===== config.mk =====
export PLATFORM = sky130hd
export DESIGN_NAME = lap_stopwatch
export DESIGN_NICKNAME = d
export VERILOG_FILES = /design/src/rtl/stopwatch_pkg.sv /design/src/rtl/key_press.sv /design/src/rtl/lap_stopwatch.sv
export SDC_FILE = /design/constraint.sdc
export NUM_CORES = 1
export LEC_CHECK = 0
export ABC_AREA = 1
export CELL_PAD_IN_SITES_DETAIL_PLACEMENT = 0
export CELL_PAD_IN_SITES_GLOBAL_PLACEMENT = 1
export CORE_AREA = 5 5 218 220
export CTS_CLUSTER_DIAMETER = 100
export DETAILED_ROUTE_END_ITERATION = 8
export DIE_AREA = 0 0 223 225
export PLACE_DENSITY = 0.69
export RECOVER_POWER = 100
export SETUP_SLACK_MARGIN = 0.1
export SLEW_MARGIN = 0
export SYNTH_ARGS = -nofsm -noshare
export SYNTH_HDL_FRONTEND = slang
export SYNTH_HIERARCHICAL = 1
export SYNTH_SLANG_ARGS = --single-unit

===== constraint.sdc =====
create_clock -name clk -period 3.3 [get_ports clk]
set_clock_uncertainty 0.1 [all_clocks]
set_input_delay 0.33 -clock clk [delete_from_list [all_inputs] [get_ports clk]]
set_output_delay 0.33 -clock clk [all_outputs]
set_load 0.01 [all_outputs]

===== src/rtl/stopwatch_pkg.sv =====
// Shared definitions for the lap stopwatch: state encoding, BCD digit layout
// and the cascaded six-digit BCD increment/decrement/clamp helpers.
package stopwatch_pkg;

  typedef enum logic [1:0] {
    ST_IDLE,
    ST_RUN,
    ST_PAUSE,
    ST_DONE
  } sw_state_e;

  localparam logic [3:0] DIGIT_MAX = 4'd9;
  localparam logic [3:0] TENS_MAX  = 4'd5;

  // Field offsets inside {m_hi,m_lo,s_hi,s_lo,c_hi,c_lo}
  localparam int C_LO = 0;
  localparam int C_HI = 4;
  localparam int S_LO = 8;
  localparam int S_HI = 12;
  localparam int M_LO = 16;
  localparam int M_HI = 20;
  localparam int DIGIT_OFS [6] = '{C_LO, C_HI, S_LO, S_HI, M_LO, M_HI};

  // flag = carry out of m_hi for increment, result-is-zero for decrement
  typedef struct packed {
    logic [23:0] value;
    logic        flag;
  } bcd6_res_t;

  function automatic logic [3:0] digit_limit(input int ofs);
    return (ofs == S_HI || ofs == M_HI) ? TENS_MAX : DIGIT_MAX;
  endfunction

  function automatic logic [23:0] bcd6_clamp(input logic [23:0] v);
    logic [23:0] r;
    logic [3:0]  lim;
    r = v;
    for (int i = 0; i < 6; i++) begin
      lim = digit_limit(DIGIT_OFS[i]);
      if (v[DIGIT_OFS[i] +: 4] > lim) r[DIGIT_OFS[i] +: 4] = lim;
    end
    return r;
  endfunction

  function automatic bcd6_res_t bcd6_inc(input logic [23:0] v);
    bcd6_res_t r;
    logic      carry;
    logic [3:0] d;
    r.value = v;
    carry   = 1'b1;
    for (int i = 0; i < 6; i++) begin
      d = v[DIGIT_OFS[i] +: 4];
      if (carry) begin
        if (d >= digit_limit(DIGIT_OFS[i])) begin
          d = 4'd0;
        end else begin
          d     = d + 4'd1;
          carry = 1'b0;
        end
      end
      r.value[DIGIT_OFS[i] +: 4] = d;
    end
    r.flag = carry;
    return r;
  endfunction

  function automatic bcd6_res_t bcd6_dec(input logic [23:0] v);
    bcd6_res_t r;
    logic      borrow;
    logic [3:0] d;
    r.value = v;
    borrow  = 1'b1;
    for (int i = 0; i < 6; i++) begin
      d = v[DIGIT_OFS[i] +: 4];
      if (borrow) begin
        if (d == 4'd0) begin
          d = digit_limit(DIGIT_OFS[i]);
        end else begin
          d      = d - 4'd1;
          borrow = 1'b0;
        end
      end
      r.value[DIGIT_OFS[i] +: 4] = d;
    end
    r.flag = (r.value == 24'd0);
    return r;
  endfunction

endpackage


===== src/rtl/key_press.sv =====
// Raw active-low key -> 2-flop synchroniser -> debounce -> one-cycle pulse
// on an accepted press. Releases are debounced but never pulse.
module key_press #(
  parameter int DEB_CYCLES = 500_000
) (
  input  logic clk,
  input  logic rst,
  input  logic key_n_i,
  output logic press_o
);

  localparam int              CW       = $clog2(DEB_CYCLES + 1);
  localparam logic [CW-1:0]   CNT_LAST = CW'(DEB_CYCLES - 1);

  logic [1:0]    sync_q;
  logic          stable_q;
  logic [CW-1:0] cnt_q;
  logic          press_q;

  // Idle level of an active-low key is 1, so the pipeline resets high and a
  // key held down through reset is not reported as a press.
  always_ff @(posedge clk or posedge rst) begin
    if (rst) begin
      sync_q   <= 2'b11;
      stable_q <= 1'b1;
      cnt_q    <= '0;
      press_q  <= 1'b0;
    end else begin
      // NOTE: sequential state uses non-blocking assignments so every flop
      // samples pre-edge values regardless of statement order.
      sync_q  <= {sync_q[0], key_n_i};
      press_q <= 1'b0;
      if (sync_q[1] == stable_q) begin
        cnt_q <= '0;
      end else if (cnt_q == CNT_LAST) begin
        stable_q <= sync_q[1];
        cnt_q    <= '0;
        press_q  <= ~sync_q[1];
      end else begin
        cnt_q <= cnt_q + CW'(1);
      end
    end
  end

  assign press_o = press_q;

endmodule


===== src/rtl/lap_stopwatch.sv =====
// BCD stopwatch/countdown with start/pause, clear, lap capture with split
// hold, and lap recall while paused or done.
module lap_stopwatch
  import stopwatch_pkg::*;
#(
  parameter int CLK_HZ     = 50_000_000,
  parameter int TICK_HZ    = 100,
  parameter int DEB_CYCLES = 500_000,
  parameter int LAP_DEPTH  = 8,
  parameter int HOLD_TICKS = 200
) (
  input  logic                         clk,
  input  logic                         rst,
  input  logic                         key_start_pause,
  input  logic                         key_lap,
  input  logic                         key_clear,
  input  logic                         mode_down,
  input  logic [23:0]                  preset_bcd,
  output logic [23:0]                  disp_bcd,
  output logic                         running,
  output logic                         showing_lap,
  output logic [$clog2(LAP_DEPTH)-1:0] view_idx,
  output logic [$clog2(LAP_DEPTH):0]   lap_count,
  output logic                         lap_full,
  output logic                         expired,
  output logic                         wrap
);

  localparam int DIV = CLK_HZ / TICK_HZ;
  localparam int PW  = $clog2(DIV);
  localparam int IW  = $clog2(LAP_DEPTH);
  localparam int CW  = IW + 1;
  localparam int HW  = $clog2(HOLD_TICKS + 1);

  localparam logic [PW-1:0] PRE_LAST  = PW'(DIV - 1);
  localparam logic [CW-1:0] LAP_FULL  = CW'(LAP_DEPTH);
  localparam logic [HW-1:0] HOLD_LAST = HW'(HOLD_TICKS - 1);

  logic clr_p, ss_p, lap_p;

  key_press #(.DEB_CYCLES(DEB_CYCLES)) u_key_clear (
    .clk(clk), .rst(rst), .key_n_i(key_clear),       .press_o(clr_p));
  key_press #(.DEB_CYCLES(DEB_CYCLES)) u_key_start (
    .clk(clk), .rst(rst), .key_n_i(key_start_pause), .press_o(ss_p));
  key_press #(.DEB_CYCLES(DEB_CYCLES)) u_key_lap (
    .clk(clk), .rst(rst), .key_n_i(key_lap),         .press_o(lap_p));

  sw_state_e     state_q;
  logic [23:0]   time_q;
  logic          dir_q;
  logic [PW-1:0] pre_q;
  logic [CW-1:0] lap_cnt_q;
  logic [IW-1:0] view_q;
  logic          showing_q;
  logic          hold_q;
  logic [HW-1:0] hold_cnt_q;
  logic [23:0]   split_q;
  logic          expired_q;
  logic          wrap_q;
  logic [23:0]   disp_q;
  logic [23:0]   lap_mem [LAP_DEPTH];

  logic          do_clear, do_start, do_lap;
  logic          tick, time_zero, done_hit, full, lap_wr, view_wrap;
  logic [CW-1:0] view_inc;
  bcd6_res_t     inc_r, dec_r;
  logic [23:0]   disp_d;

  // Clear beats start_pause beats lap when pulses coincide.
  assign do_clear = clr_p;
  assign do_start = ss_p & ~clr_p;
  assign do_lap   = lap_p & ~clr_p & ~ss_p;

  assign tick      = (state_q == ST_RUN) && (pre_q == PRE_LAST);
  assign time_zero = (time_q == 24'd0);
  assign full      = (lap_cnt_q == LAP_FULL);
  assign lap_wr    = do_lap && (state_q == ST_RUN) && !full;
  assign view_inc  = {1'b0, view_q} + CW'(1);
  assign view_wrap = (view_inc == lap_cnt_q);

  always_comb begin
    // NOTE: every always_comb output gets a default first so no path can
    // leave it unassigned and infer a latch.
    inc_r    = bcd6_inc(time_q);
    dec_r    = bcd6_dec(time_q);
    done_hit = tick && dir_q && (time_zero || dec_r.flag);
    disp_d   = time_q;
    if (showing_q)   disp_d = lap_mem[view_q];
    else if (hold_q) disp_d = split_q;
  end

  always_ff @(posedge clk or posedge rst) begin
    if (rst) begin
      state_q    <= ST_IDLE;
      time_q     <= '0;
      dir_q      <= 1'b0;
      pre_q      <= '0;
      lap_cnt_q  <= '0;
      view_q     <= '0;
      showing_q  <= 1'b0;
      hold_q     <= 1'b0;
      hold_cnt_q <= '0;
      split_q    <= '0;
      expired_q  <= 1'b0;
      wrap_q     <= 1'b0;
      disp_q     <= '0;
    end else begin
      wrap_q <= 1'b0;
      disp_q <= disp_d;
      if (do_clear) begin
        state_q    <= ST_IDLE;
        time_q     <= mode_down ? bcd6_clamp(preset_bcd) : 24'd0;
        dir_q      <= mode_down;
        pre_q      <= '0;
        lap_cnt_q  <= '0;
        view_q     <= '0;
        showing_q  <= 1'b0;
        hold_q     <= 1'b0;
        hold_cnt_q <= '0;
        expired_q  <= 1'b0;
      end else begin
        if (tick) begin
          pre_q <= '0;
          if (done_hit) begin
            // A zero preset enters DONE without wrapping to 59:59.99.
            state_q   <= ST_DONE;
            expired_q <= 1'b1;
            if (!time_zero) time_q <= dec_r.value;
          end else if (dir_q) begin
            time_q <= dec_r.value;
          end else begin
            time_q <= inc_r.value;
            wrap_q <= inc_r.flag;
          end
          if (hold_q) begin
            if (hold_cnt_q == HOLD_LAST) hold_q <= 1'b0;
            hold_cnt_q <= hold_cnt_q + HW'(1);
          end
        end else if (state_q == ST_RUN) begin
          pre_q <= pre_q + PW'(1);
        end

        if (do_start) begin
          showing_q <= 1'b0;
          unique case (state_q)
            ST_IDLE: begin
              state_q <= ST_RUN;
              pre_q   <= '0;
            end
            ST_RUN:   if (!done_hit) state_q <= ST_PAUSE;
            ST_PAUSE: state_q <= ST_RUN;
            ST_DONE:  ;
          endcase
        end

        if (do_lap) begin
          if (state_q == ST_RUN) begin
            split_q    <= time_q;
            hold_q     <= 1'b1;
            hold_cnt_q <= '0;
            if (!full) lap_cnt_q <= lap_cnt_q + CW'(1);
          end else if ((state_q == ST_PAUSE || state_q == ST_DONE) && lap_cnt_q != '0) begin
            showing_q <= 1'b1;
            view_q    <= (!showing_q || view_wrap) ? '0 : view_inc[IW-1:0];
          end
        end
      end
    end
  end

  // NOTE: the lap buffer has no reset; lap_count gates every read, so stale
  // contents are never displayed and the array stays a plain register file.
  always_ff @(posedge clk) begin
    if (lap_wr) lap_mem[lap_cnt_q[IW-1:0]] <= time_q;
  end

  assign disp_bcd    = disp_q;
  assign running     = (state_q == ST_RUN);
  assign showing_lap = showing_q;
  assign view_idx    = view_q;
  assign lap_count   = lap_cnt_q;
  assign lap_full    = full;
  assign expired     = expired_q;
  assign wrap        = wrap_q;

endmodule


==> summary.txt, run 1 <==
Final Hold Fails = 0
Starting Density = 39.5%
Layout cells sized above 1 = 9.47%
Cells after Synth = 1869
Largest net degree at the start of global routing = 100
Vias post-DR = 13584
Final Power = 9.50 mW
First-pass GRT wire length = 76.2 mm
Fin cells = 2596
CP Class = register to output port
Setup violations, final = 0
Post-DP HPWL = 32.4 mm
Grt total ovfl = 0
Tightest Hold Check Type = primary input to register
TritonCTS clock tree = built
Area share of the largest cell type after synthesis = 32.4%
Pre-CTS setup slack = 0.466 ns
Tmin final = 3.02 ns
Nets@finish = 2019
Initial DRC count = 1019
Syn nets = 1926
Sw frac = 20.8%
Largest family of logic cells by synthesized area = simple AND/OR/NAND/NOR gates
Chip Height = 225 µm
Unrepaired setup endpoints after global routing = false
Net Switching = 1.97 mW
Num CTS Buffers = 42
Slew of the pin with the lowest slew margin = 1.68 ns
Clock share of power = 47.1%
Post-CTS Resized = 0
Commonest non-fill, non-tap cell in the layout = nand2_1
Slew Viols, Final = 32
Htree depth = 2
Max_cap viols = 1
P&R area growth vs syn = 15.3%
Setup crit start kind = register
Reg2Reg Depth = 8
Outcome = finished, violations left
Syn Area/Cell = 9.53 µm²
Peak Freq = 0.331 GHz
Post-synthesis compound-gate area fraction = 10.7%
Cell area after layout = 20500 µm²
Leakage = 8.21 nW
Seq/Total Area, Yosys = 58.0%
Clock-pin slew on the worst setup and hold paths = 0.06 ns
Setup Buffers After CTS = 0
CTS root buffer = clkbuf_16
Mux share of post-synthesis cell area = 0%
Post-synth EDFFs = 192
Hold path startpoint = key_lap
Crit-path max FO = 99
Count of cell types in the netlist = 49
Reg-to-reg slack, setup = 0.32 ns
Crit. End Element = output port
Cell taking the most area after synthesis = edfxtp_1
Vias in the first global route = 13375
# DRC = 0
VDD IR-drop max = 0.000375 V
Failing checks = max-capacitance violations, max-slew violations
Clock latency on the worst-skew pair = 0.57 ns
Power per cell area = 463 nW/µm²
WP data arrival = 2.59 ns
Combinational power share = 1.4%
Synth Area in XOR/XNOR = 2.34%
Asr flop ratio synth = 48.7%
Core area = 45100 µm²
# port buffers = 65
CTS hold repair buffers = 0
Vias/cell = 5.23
Sequential Power Share = 51.5%
Post-Route WL = 48.5 mm
Rows = 78
Tcrit/Tclk final = 91.5%
Setup crit start = view_idx[0]
Worst r2r dst = lap_mem[3][15]
R2R Path Start = u_key_start/press_o
Adder-Cell Fraction of Synth Area = 1.90%
Worst setup endpoint = view_idx[0]
Antenna Nets Post-Route = 0
Clock sink count = 374
Full die area = 50200 µm²
Drt pass-1 iters = 5
Slew headroom = -12.0%
Mapped Area = 17800 µm²
P_int = 7.53 mW
Bufs on Longest Clock Path = 3
Synth area leaders = edfxtp_1 (32%), dfrtp_1 (24%), nand2_1 (7.1%), nor2_1 (4.9%), o21ai_0 (4.7%)
Most frequent cells in the layout = nand2_1 (344), nor2_1 (238), edfxtp_1 (192), o21ai_0 (177), dfrtp_1 (172)
Wire per inst = 18.7 µm
N_diodes = 0
Area after DPL = 19400 µm²
Die width = 223 µm
Fin worst setup slack = 0.279 ns
Post-Place Cells = 2518
IO Pins = 66
Gpl congestion = 0.889
Initial antenna violation count = 1
Post-Synth Simple-Gate Area = 22.5%
GRT Total Usage = 19.1%
Ys Warns = 6
Primary FF master, synth = edfxtp_1
Post-layout util = 45.5%
Required time of the worst setup path = 2.87 ns
Flops & latches, synth = 374
==> per-stage QoR <==
stage | hold WS [ns] | TNS, ns
2_1_floorplan | 0.230 | -42.18
3_3_place_gp | 0.246 | 0
3_5_place_dp | 0.247 | 0
4_1_cts | 0.0404 | 0
5_1_grt | 0.181 | 0
6_report | 0.218 | 0
==> critical path, stage by stage (launching register included) <==
cell and delay, ns:
dfrtp_2 0.36, clkbuf_4 0.85, clkdlybuf4s50_1 0.71
==> synth_stat cells (all sizes together) (11+ instances only) <==
cell,number
a21oi,73
a221oi,11
clkbuf,50
dfrtp,173
edfxtp,192
ha,27
inv,153
nand2,366
nand3,125
nand4,41
nor2,287
nor3,30
o21ai,193
o221ai,17
o22ai,21
xnor2,14
xor2,31
==> layer usage <==
layer	share of wire (%)	GRT usage [%]
met2	47	31.5
met1	46	26.2
met5	0.023	0
met4	2.3	5.51
met3	5.1	3.02
==> state kept, by name, indices dropped and copies added (netlist names), 8 cells and up <==
name and cells:
u_key_clear/cnt_q 19, time_q 24, u_key_start/cnt_q 19, split_q 24
disp_bcd 24, hold_cnt_q 8, pre_q 19, lap_mem 192
u_key_lap/cnt_q 19
==> power groups by stage <==
stage	clock network, mW	logic [mW]	registers (mW)
final	4.48	0.131	4.90
after global routing	4.79	0.153	4.90
after CTS	4.60	0.143	4.90
after detailed placement	0	0.142	4.99
after global placement	0	0.141	4.99
after floorplan	0	0.0675	4.99
==> worst min path at each step <==
| stage | to | slack [ns] | depth (start not counted) |
|---|---|---|---|
| after floorplan | u_key_clear/cnt_q[0] | 0.23 | 1 |
| final | u_key_lap/sync_q[0] | 0.22 | 1 |
| after CTS | u_key_lap/sync_q[0] | 0.04 | 1 |
| after detailed placement | u_key_clear/sync_q[1] | 0.25 | 0 |
| after global placement | u_key_start/sync_q[1] | 0.25 | 0 |
| after global routing | u_key_clear/sync_q[0] | 0.18 | 1 |
==> kinds of logic (layout without fill, tap and decap cells) <==
kind of cell | after synthesis | after routing
AOI/OAI and AO/OA | 340 | 340
xor gates and xnor gates | 45 | 45
adders and majority gates | 27 | 27
buffers and inverters | 216 | 343
DFF | 374 | 374
and+or+nand+nor | 867 | 867
==> layout make-up <==
class | instances | area, µm²
fill | 4360 | 24600
sequential | 374 | 10300
multi-input combinational | 1279 | 6590
clock buffer | 67 | 1200
timing repair buffer | 105 | 941
tap | 600 | 751
inverter | 160 | 602
clock inverter | 11 | 116
Note: power is estimated with default switching activity, not from simulation.
==> inputs of run 2 (changes only) <==
- SLEW_MARGIN: 0 -> not set
==> results of run 2 <==
Same layout as run 1: the final DEF is identical, and so are final timing and power.
==> inputs of run 3 (changes only) <==
- CELL_PAD_IN_SITES_DETAIL_PLACEMENT: 0 -> not set
- CELL_PAD_IN_SITES_GLOBAL_PLACEMENT: 1 -> not set
- PLACE_DENSITY: 0.69 -> 0.57
==> run 3 against run 2 <==
The flow still finishes with violations (max-capacitance violations, max-slew violations). Worst hold slack got worse by 0.011 ns. Clock power rose by 4%. First-iteration DRC count fell by 17%. Via count barely moved. Cell area rose by 0.40%. Sequential share of layout area fell by 0.20 points. Sequential cell count did not move. Non-clock buffer count fell by 6.
==> summary.txt, run 3 (same netlist as run 1, synthesis figures left out) <==
Max_cap viols = 1 (unchanged)
Setup Buffers After CTS = 0 (unchanged)
Final Power = 9.70 mW (+2.0%)
Cell chain of the critical path = clkbuf_4, dlygate4sd3_1
Num CTS Buffers = 42 (unchanged)
Starting Density = 39.5% (unchanged)
Grt total ovfl = 0 (unchanged)
CTS hold repair buffers = 0 (unchanged)
Reg2Reg Depth = 13 (+5)
Drt pass-1 iters = 5 (unchanged)
Wire per inst = 18.5 µm (-0.82%)
Reg-to-reg slack, setup = 0.37 ns (+0.05 ns)
Power per cell area = 470 nW/µm² (+1.6%)
CP Class = register to output port
Tightest Hold Check Type = primary input to register
Failing checks = max-capacitance violations, max-slew violations
R2R Path Start = time_q[4]
Required time of the worst setup path = 2.87 ns (about the same)
Leakage = 8.25 nW (+0.44%)
Rows = 78 (unchanged)
Clock-pin slew on the worst setup and hold paths = 0.06 ns (about the same)
Cell area after layout = 20600 µm² (+0.40%)
Vias in the first global route = 13227 (-1.1%)
Most frequent cells in the layout = nand2_1 (343), nor2_1 (240), edfxtp_1 (192), o21ai_0 (178), dfrtp_1 (172)
Max reg flops = 192 (unchanged)
Slew headroom = -10.8% (+1.2 points)
Vias/cell = 5.25 (+0.35%)
Htree depth = 2 (unchanged)
GRT Total Usage = 18.9% (-0.13 points)
Setup crit start kind = register
Worst hold-check slack = 0.207 ns (-0.0110 ns)
Gpl congestion = 0.882 (-0.71%)
Unrepaired setup endpoints after global routing = false
WP data arrival = 2.56 ns (-0.03 ns)
P&R area growth vs syn = 15.7%
Clock latency on the worst-skew pair = 0.57 ns (about the same)
Crit. End Element = output port
TritonCTS clock tree = built
Bufs on Longest Clock Path = 3 (unchanged)
Commonest non-fill, non-tap cell in the layout = nand2_1
Tmin final = 2.99 ns (-0.0265 ns)
IO Pins = 66 (unchanged)
Vias post-DR = 13595 (+0.081%)
Fin worst setup slack = 0.306 ns (+0.0265 ns)
Area after DPL = 19400 µm² (about the same)
Post-CTS Resized = 0 (unchanged)
Pre-CTS setup slack = 0.552 ns (+0.0856 ns)
Full die area = 50200 µm² (unchanged)
Peak Freq = 0.334 GHz (+0.89%)
Final Hold Fails = 0 (unchanged)
First-pass GRT wire length = 75.6 mm (-0.85%)
Antenna Nets Post-Route = 0 (unchanged)
CTS root buffer = clkbuf_16
Post-Route WL = 47.9 mm (-1.1%)
Post-layout util = 45.7% (+0.18 points)
WHS Path Cells = 1 (unchanged)
Setup violations, final = 0 (unchanged)
Worst r2r dst = time_q[17]
Setup crit start = view_idx[0]
Worst setup endpoint = view_idx[0]
Clock sink count = 374 (unchanged)
Initial antenna violation count = 1 (unchanged)
Top Family by Delay on Critical Path = buffers and inverters
Worst path depth = 2 (unchanged)
Tcrit/Tclk final = 90.7% (-0.80 points)
Nets@finish = 2013 (-0.30%)
Slowest stage delay, CP = 0.91 ns (+0.06 ns)
Number of buffers and inverters on the critical path = 2 (unchanged)
N_diodes = 0 (unchanged)
Slew of the pin with the lowest slew margin = 1.66 ns (-0.0183 ns)
Crit-path slowest cell = clkbuf_4
Hold path startpoint = key_start_pause
Post-DP HPWL = 31.7 mm (-2.2%)
VDD IR-drop max = 0.000322 V (-14%)
Core area = 45100 µm² (unchanged)
Slew Viols, Final = 114 (+260%)
# port buffers = 65 (unchanged)
# DRC = 0 (unchanged)
Outcome = finished, violations left
Largest net degree at the start of global routing = 114 (+14%)
Initial DRC count = 845 (-17%)
Crit-path max FO = 99 (unchanged)
Die width = 223 µm (unchanged)
Layout cells sized above 1 = 9.70% (+0.23 points)
Chip Height = 225 µm (unchanged)
-- run 3: worst reg2reg max path: cells and delay by family, from the launching register on --
family	cells	cell delay [ns]
flip-flops	1	0.54
AO/OA/AOI/OAI	1	0.08
buffers and inverters	3	0.47
adder cells (fa/ha/maj)	1	0.27
AND/OR/NAND/NOR	8	1.35
-- run 3: layout make-up --
class	instances	area (µm²)
fill	4327	24500
sequential	374	10300
multi-input combinational	1279	6560
clock buffer	60	1210
timing repair buffer	99	991
tap	600	751
inverter	160	604
clock inverter	17	160
-- run 3: how the worst min path moves through the flow --
stage / endpoint / slack [ns]
finish: u_key_start/sync_q[0] / 0.21
CTS: u_key_start/sync_q[0] / 0.04
floorplan: u_key_clear/cnt_q[0] / 0.23
detailed placement: u_key_clear/sync_q[1] / 0.25
global route: u_key_start/sync_q[0] / 0.18
global placement: u_key_start/sync_q[1] / 0.25
-- run 3: per-stage QoR --
| stage | cells | setup TNS [ns] |
|---|---|---|
| final | 2589 | 0 |
| after global routing | 2589 | 0 |
| after CTS | 2589 | 0 |
| after detailed placement | 2512 | 0 |
| after global placement | 2512 | 0 |
| after floorplan | 1869 | -42.18 |
-- run 3: power by group --
group	total [mW]	switching, mW	leakage [nW]	internal, mW
sequential	4.90	0.00795	4.46	4.89
combinational	0.129	0.0864	3.11	0.0429
clock	4.67	1.88	0.678	2.79
total	9.70	1.97	8.25	7.72
-- run 3: per-layer routing --
| layer | vias to the layer above | GRT usage, % | wire (µm) |
|---|---|---|---|
| li1 | 6562 | - | - |
| met1 | 6606 | 26.3 | 21700 |
| met2 | 345 | 30.5 | 22200 |
| met3 | 82 | 3.74 | 2810 |
| met4 | 0 | 5.51 | 1250 |
| met5 | - | 0 | 0 |
